File: src/rtl/muldiv_unit.sv
// muldiv_unit: multi-cycle MULT/MULTU/DIV/DIVU unit with architectural HI/LO.
// Multiply completes after MUL_CYCLES cycles. Divide is restoring radix-2,
// producing one quotient bit per cycle. Divide by zero finishes in one cycle.
// Optional feature: define MULDIV_FLUSH_EN to add a flush port that aborts an
// in-flight op.
module muldiv_unit #(
  parameter int WIDTH      = 32,
  parameter int MUL_CYCLES = 2
) (
  input  logic             clk,
  input  logic             resetn,
  input  logic             start,
  input  logic [1:0]       op,
  input  logic [WIDTH-1:0] a,
  input  logic [WIDTH-1:0] b,
  input  logic             hi_we,
  input  logic             lo_we,
  input  logic [WIDTH-1:0] wdata,
`ifdef MULDIV_FLUSH_EN
  input  logic             flush,
`endif
  output logic             busy,
  output logic             done,
  output logic             div_zero,
  output logic [WIDTH-1:0] hi_out,
  output logic [WIDTH-1:0] lo_out
);

  // The counter must hold WIDTH-1 for divide and MUL_CYCLES-2 (at most 6) for multiply.
  localparam int CW = $clog2(WIDTH > 8 ? WIDTH : 8) + 1;

  typedef enum logic [1:0] {S_IDLE, S_MUL, S_DIV, S_DONE} state_t;

  state_t             state_reg, state_next;
  logic [CW-1:0]      cnt_reg;
  logic [WIDTH-1:0]   a_reg, b_reg;
  logic               mul_signed_reg;
  logic [WIDTH-1:0]   quo_reg, rem_reg, dvs_reg;
  logic               neg_q_reg, neg_r_reg;
  logic [WIDTH-1:0]   hi_reg, lo_reg;
  logic               dz_reg;

  logic               flush_int;
  logic               accept, dz_start, mul_last, div_last;
  logic [WIDTH-1:0]   mul_a, mul_b;
  logic               mul_signed;
  logic [2*WIDTH-1:0] mul_a_ext, mul_b_ext, product;
  logic [WIDTH:0]     trial;
  logic               qbit;
  logic [WIDTH-1:0]   quo_step, rem_step;
  logic               res_wr;
  logic [WIDTH-1:0]   res_hi, res_lo;

`ifdef MULDIV_FLUSH_EN
  assign flush_int = flush;
`else
  assign flush_int = 1'b0;
`endif

  // Issue decode, multiplier, divider step and result selection.
  always_comb begin
    accept   = start && !flush_int && (state_reg == S_IDLE || state_reg == S_DONE);
    dz_start = accept && op[1] && (b == '0);
    mul_last = (state_reg == S_MUL) && (cnt_reg == CW'(MUL_CYCLES - 2));
    div_last = (state_reg == S_DIV) && (cnt_reg == CW'(WIDTH - 1));

    // A one-cycle multiply has to use the live operands, since it finishes on the accepting edge.
    mul_a      = (MUL_CYCLES == 1) ? a : a_reg;
    mul_b      = (MUL_CYCLES == 1) ? b : b_reg;
    mul_signed = (MUL_CYCLES == 1) ? ~op[0] : mul_signed_reg;
    mul_a_ext  = {{WIDTH{mul_signed & mul_a[WIDTH-1]}}, mul_a};
    mul_b_ext  = {{WIDTH{mul_signed & mul_b[WIDTH-1]}}, mul_b};
    product    = mul_a_ext * mul_b_ext;

    // Restoring step: shift in the next dividend bit and try to subtract the divisor.
    trial    = {rem_reg, quo_reg[WIDTH-1]} - {1'b0, dvs_reg};
    qbit     = ~trial[WIDTH];
    rem_step = qbit ? trial[WIDTH-1:0] : {rem_reg[WIDTH-2:0], quo_reg[WIDTH-1]};
    quo_step = {quo_reg[WIDTH-2:0], qbit};

    res_wr = 1'b0;
    res_hi = '0;
    res_lo = '0;
    if (dz_start) begin
      res_wr = 1'b1;
      res_hi = a;
      res_lo = '1;
    end else if ((accept && !op[1] && MUL_CYCLES == 1) || (mul_last && !flush_int)) begin
      res_wr = 1'b1;
      res_hi = product[2*WIDTH-1:WIDTH];
      res_lo = product[WIDTH-1:0];
    end else if (div_last && !flush_int) begin
      // The last quotient bit and the sign fix-up are applied on the same edge.
      res_wr = 1'b1;
      res_hi = neg_r_reg ? -rem_step : rem_step;
      res_lo = neg_q_reg ? -quo_step : quo_step;
    end
  end

  // State register.
  always_ff @(posedge clk or negedge resetn) begin
    if (!resetn) state_reg <= S_IDLE;
    else         state_reg <= state_next;
  end

  // Next-state logic and status outputs.
  always_comb begin
    state_next = state_reg;
    busy       = 1'b0;
    done       = 1'b0;
    case (state_reg)
      S_IDLE, S_DONE: begin
        done = (state_reg == S_DONE);
        if (accept) begin
          if (op[1])                state_next = dz_start ? S_DONE : S_DIV;
          else if (MUL_CYCLES == 1) state_next = S_DONE;
          else                      state_next = S_MUL;
        end else begin
          state_next = S_IDLE;
        end
      end
      S_MUL: begin
        busy = 1'b1;
        if (flush_int)     state_next = S_IDLE;
        else if (mul_last) state_next = S_DONE;
      end
      S_DIV: begin
        busy = 1'b1;
        if (flush_int)     state_next = S_IDLE;
        else if (div_last) state_next = S_DONE;
      end
      default: state_next = S_IDLE;
    endcase
  end

  // Operand latching, iteration counter, divider registers and HI/LO.
  always_ff @(posedge clk or negedge resetn) begin
    if (!resetn) begin
      cnt_reg        <= '0;
      a_reg          <= '0;
      b_reg          <= '0;
      mul_signed_reg <= 1'b0;
      quo_reg        <= '0;
      rem_reg        <= '0;
      dvs_reg        <= '0;
      neg_q_reg      <= 1'b0;
      neg_r_reg      <= 1'b0;
      hi_reg         <= '0;
      lo_reg         <= '0;
      dz_reg         <= 1'b0;
    end else begin
      dz_reg <= dz_start;
      if (accept) begin
        cnt_reg        <= '0;
        a_reg          <= a;
        b_reg          <= b;
        mul_signed_reg <= ~op[0];
        quo_reg        <= (~op[0] & a[WIDTH-1]) ? -a : a;
        dvs_reg        <= (~op[0] & b[WIDTH-1]) ? -b : b;
        rem_reg        <= '0;
        neg_q_reg      <= ~op[0] & (a[WIDTH-1] ^ b[WIDTH-1]);
        neg_r_reg      <= ~op[0] & a[WIDTH-1];
      end else if (state_reg == S_MUL || state_reg == S_DIV) begin
        cnt_reg <= cnt_reg + 1'b1;
      end
      if (state_reg == S_DIV) begin
        quo_reg <= quo_step;
        rem_reg <= rem_step;
      end
      // A completing result takes priority over mthi/mtlo on the same edge.
      if (res_wr) begin
        hi_reg <= res_hi;
        lo_reg <= res_lo;
      end else begin
        if (hi_we) hi_reg <= wdata;
        if (lo_we) lo_reg <= wdata;
      end
    end
  end

  assign div_zero = (state_reg == S_DONE) && dz_reg;
  assign hi_out   = hi_reg;
  assign lo_out   = lo_reg;

endmodule

File: config.mk
export PLATFORM = sky130hd
export DESIGN_NAME = muldiv_unit
export DESIGN_NICKNAME = d
export VERILOG_FILES = /design/src/rtl/muldiv_unit.sv
export SDC_FILE = /design/constraint.sdc
export NUM_CORES = 2
export LEC_CHECK = 0
export ABC_AREA = 1
export CAP_MARGIN = 10
export CORE_UTILIZATION = 40
export CTS_CLUSTER_DIAMETER = 40
export DETAILED_ROUTE_END_ITERATION = 6
export PLACE_DENSITY = 0.57
export SLEW_MARGIN = 25
export SYNTH_ARGS = -nofsm -noshare
export SYNTH_HDL_FRONTEND = slang
export SYNTH_SLANG_ARGS = --single-unit
File: constraint.sdc
create_clock -name clk -period 8.5 [get_ports clk]
set_clock_uncertainty 0.2 [all_clocks]
set_input_delay 1.275 -clock clk [delete_from_list [all_inputs] [get_ports clk]]
set_output_delay 1.275 -clock clk [all_outputs]
set_load 0.02 [all_outputs]
==> flow_summary.ini <==
[status]
outcome = finished, final reports clean

[drt]
drc_errors = 0
dr_wl_met3_mm = 13.3
vias = 48600
routed.top_layer = met5
wl_per_cell_um = 21.3
ant_nets = 0
drt_wl_total_mm = 203
drt_iter0_drc = 3894
first_pass_iters = 6
drt-vias-per-instance = 5.12
wl_met2_mm = 93.5
wl_met1_mm = 91.1

[worst_setup_path]
cp_top_family = adder cells
required_ns = 8.77
critPathLaunchType = register
crit_type = reg2reg
slowest_delay_ns = 0.58
cp_common_cell = fa_1
cp_data_arrival_time_ns = 8.54
worst-path-buf-inv = 9
worstSetupEndpointType = register
worst_path_max_delay_cell = fa_1
path_max_fanout = 14

[sta]
slew_viol_final = 0
rsz0062_at_grt = true
fin_crit_ns = 8.27
fin_tns_setup_ns = 0
holdWs_ns = 0.295
slew_headroom_pct = 27.4
final-setup-viol-count = 0
max_freq_mhz = 121
min_period_over_period_pct = 97.3
hold_violations = 0
worstMarginPinSlew_ns = 1.08

[synthesis]
yosys_warnings = 0
async_flop_share_pct = 100
synth_seq_area_share_pct = 10.5
synthFlopType = dfrtp_1
syn_inst = 7342
synth_edf_count = 0
synth_nets = 8825
ys_ff_latch = 235
syn_avg_cell_area_um2 = 7.62
synth_cell_type_count = 64
synth_area_um2 = 55900

[grt]
grt_pass1_vias = 50700
grt_max_degree = 92
antenna_found_initial = 10
grt_usage_pct = 29.3
grt_overflow = 0
grt_pass1_wl_mm = 314

[final_layout]
nets = 9067
final_common_cell = inv_1
final_cell_mix = inv_1 (1938), nand2_1 (1932), fa_1 (1122)
nFillCells = 13900
fin_cells = 9500
area_growth_pct = 15.4
final_util_pct = 46.7
drive_gt1_share_pct = 8.37

[clocking]
htreeDepth = 2
path_clk_slew_ns = 0.06
cts_buffers = 60
clock_sinks = 235
root_buffer = clkbuf_16
worstSkewPairLatency_ns = 0.64
cts_tree = done
clockBufferDepth = 3
hold_buffers = 0

[floorplanning]
rows = 136
initial_utilization_pct = 40.5
dieHeight_um = 376
fp.dieW_um = 376
coreArea_um2 = 138000
boundaryPins = 170
dieArea_um2 = 141000

[job]
drv_cap = 0

[placement]
place.gp.congestion = 0.980
dp.cells = 9382
io_buffers = 169
dp_hpwl_mm = 171

[worst_hold_path]
hold_path_class = reg2reg
## layout make-up
type / instances / area, um2 / area share [%]
Antenna cell: 1 / 2.50 / 0.00388
Clock buffer: 68 / 1580 / 2.45
Clock inverter: 46 / 571 / 0.884
Inverter: 1956 / 7350 / 11.4
Multi-Input combinational cell: 4794 / 41500 / 64.3
Sequential cell: 235 / 5890 / 9.12
Tap cell: 1863 / 2330 / 3.61
Timing Repair Buffer: 537 / 5330 / 8.26
## synth_stat cells, types with 33 or more instances
cell | count | area, um2
o21ai_0 | 254 | 1270
nand4_1 | 43 | 269
a21oi_1 | 177 | 886
o22ai_1 | 33 | 206
clkbuf_1 | 325 | 1220
ha_1 | 254 | 3180
nor2_1 | 316 | 1190
o221ai_1 | 44 | 385
nand3_1 | 220 | 1100
nor3_1 | 48 | 240
o211ai_1 | 41 | 308
nand2_1 | 1936 | 7270
xor2_1 | 45 | 394
inv_1 | 1939 | 7280
fa_1 | 1126 | 22500
dfrtp_1 | 235 | 5880
## layer usage
layer / vias up / GRT usage (%)
met5: - / 0
met4: 12 / 6.29
met3: 230 / 3.83
met2: 1700 / 47.4
met1: 24700 / 41.8
li1: 21900 / -
## worst paths after layout
check,endpoint,slack [ns],cells past startpoint,startpoint
min in group asynchronous,dz_reg,0.38,1,resetn
hold reg to reg,lo_out[2],0.30,2,lo_out[2]
hold / removal,lo_out[2],0.30,2,lo_out[2]
max in group asynchronous,a_reg[4],6.23,2,resetn
setup reg to reg,hi_out[8],0.23,30,b_reg[10]
setup / recovery,hi_out[8],0.23,30,b_reg[10]
## through the flow
| step | setup WS, ns | area, um2 |
|---|---|---|
| 3_5_place_dp | -0.170 | 62100 |
| 4_1_cts | 0.00315 | 64300 |
| 6_report | 0.227 | 64500 |
| 5_1_grt | -0.0178 | 64500 |
| 2_1_floorplan | 0.752 | 55900 |
| 3_3_place_gp | -0.140 | 62100 |
## worst register-to-register path: cells and delay by family (launching register included)
kind | cells | cell delay, ns
AND/OR/NAND/NOR | 6 | 0.93
flip-flops | 1 | 0.40
adder cells (fa/ha/maj) | 9 | 4.45
buffers and inverters | 9 | 0.95
AO/OA/AOI/OAI | 6 | 1.19
## repair_timing
item,in CTS,in global routing
resized for setup,4,68
gates cloned,0,0
setup buffers,0,3
pin swaps,0,8
endpoints found under the setup margin,4,27
## cell families (layout without fill, tap and decap cells)
kind of cell	Yosys count	count (layout)	share of synthesized area, %
multiplexers	1	1	0.0201
buffers and inverters	2313	2607	15.7
other	0	1	0
flip-flops	235	235	10.5
AND/OR/NAND/NOR	2681	2681	19.7
XOR/XNOR	76	76	1.19
AO/OA/AOI/OAI	656	656	6.95
adder cells (fa/ha/maj)	1380	1380	46.0
Power is not shown: default switching activity piles up to over one toggle a cycle in this logic, so the estimate is an artifact.
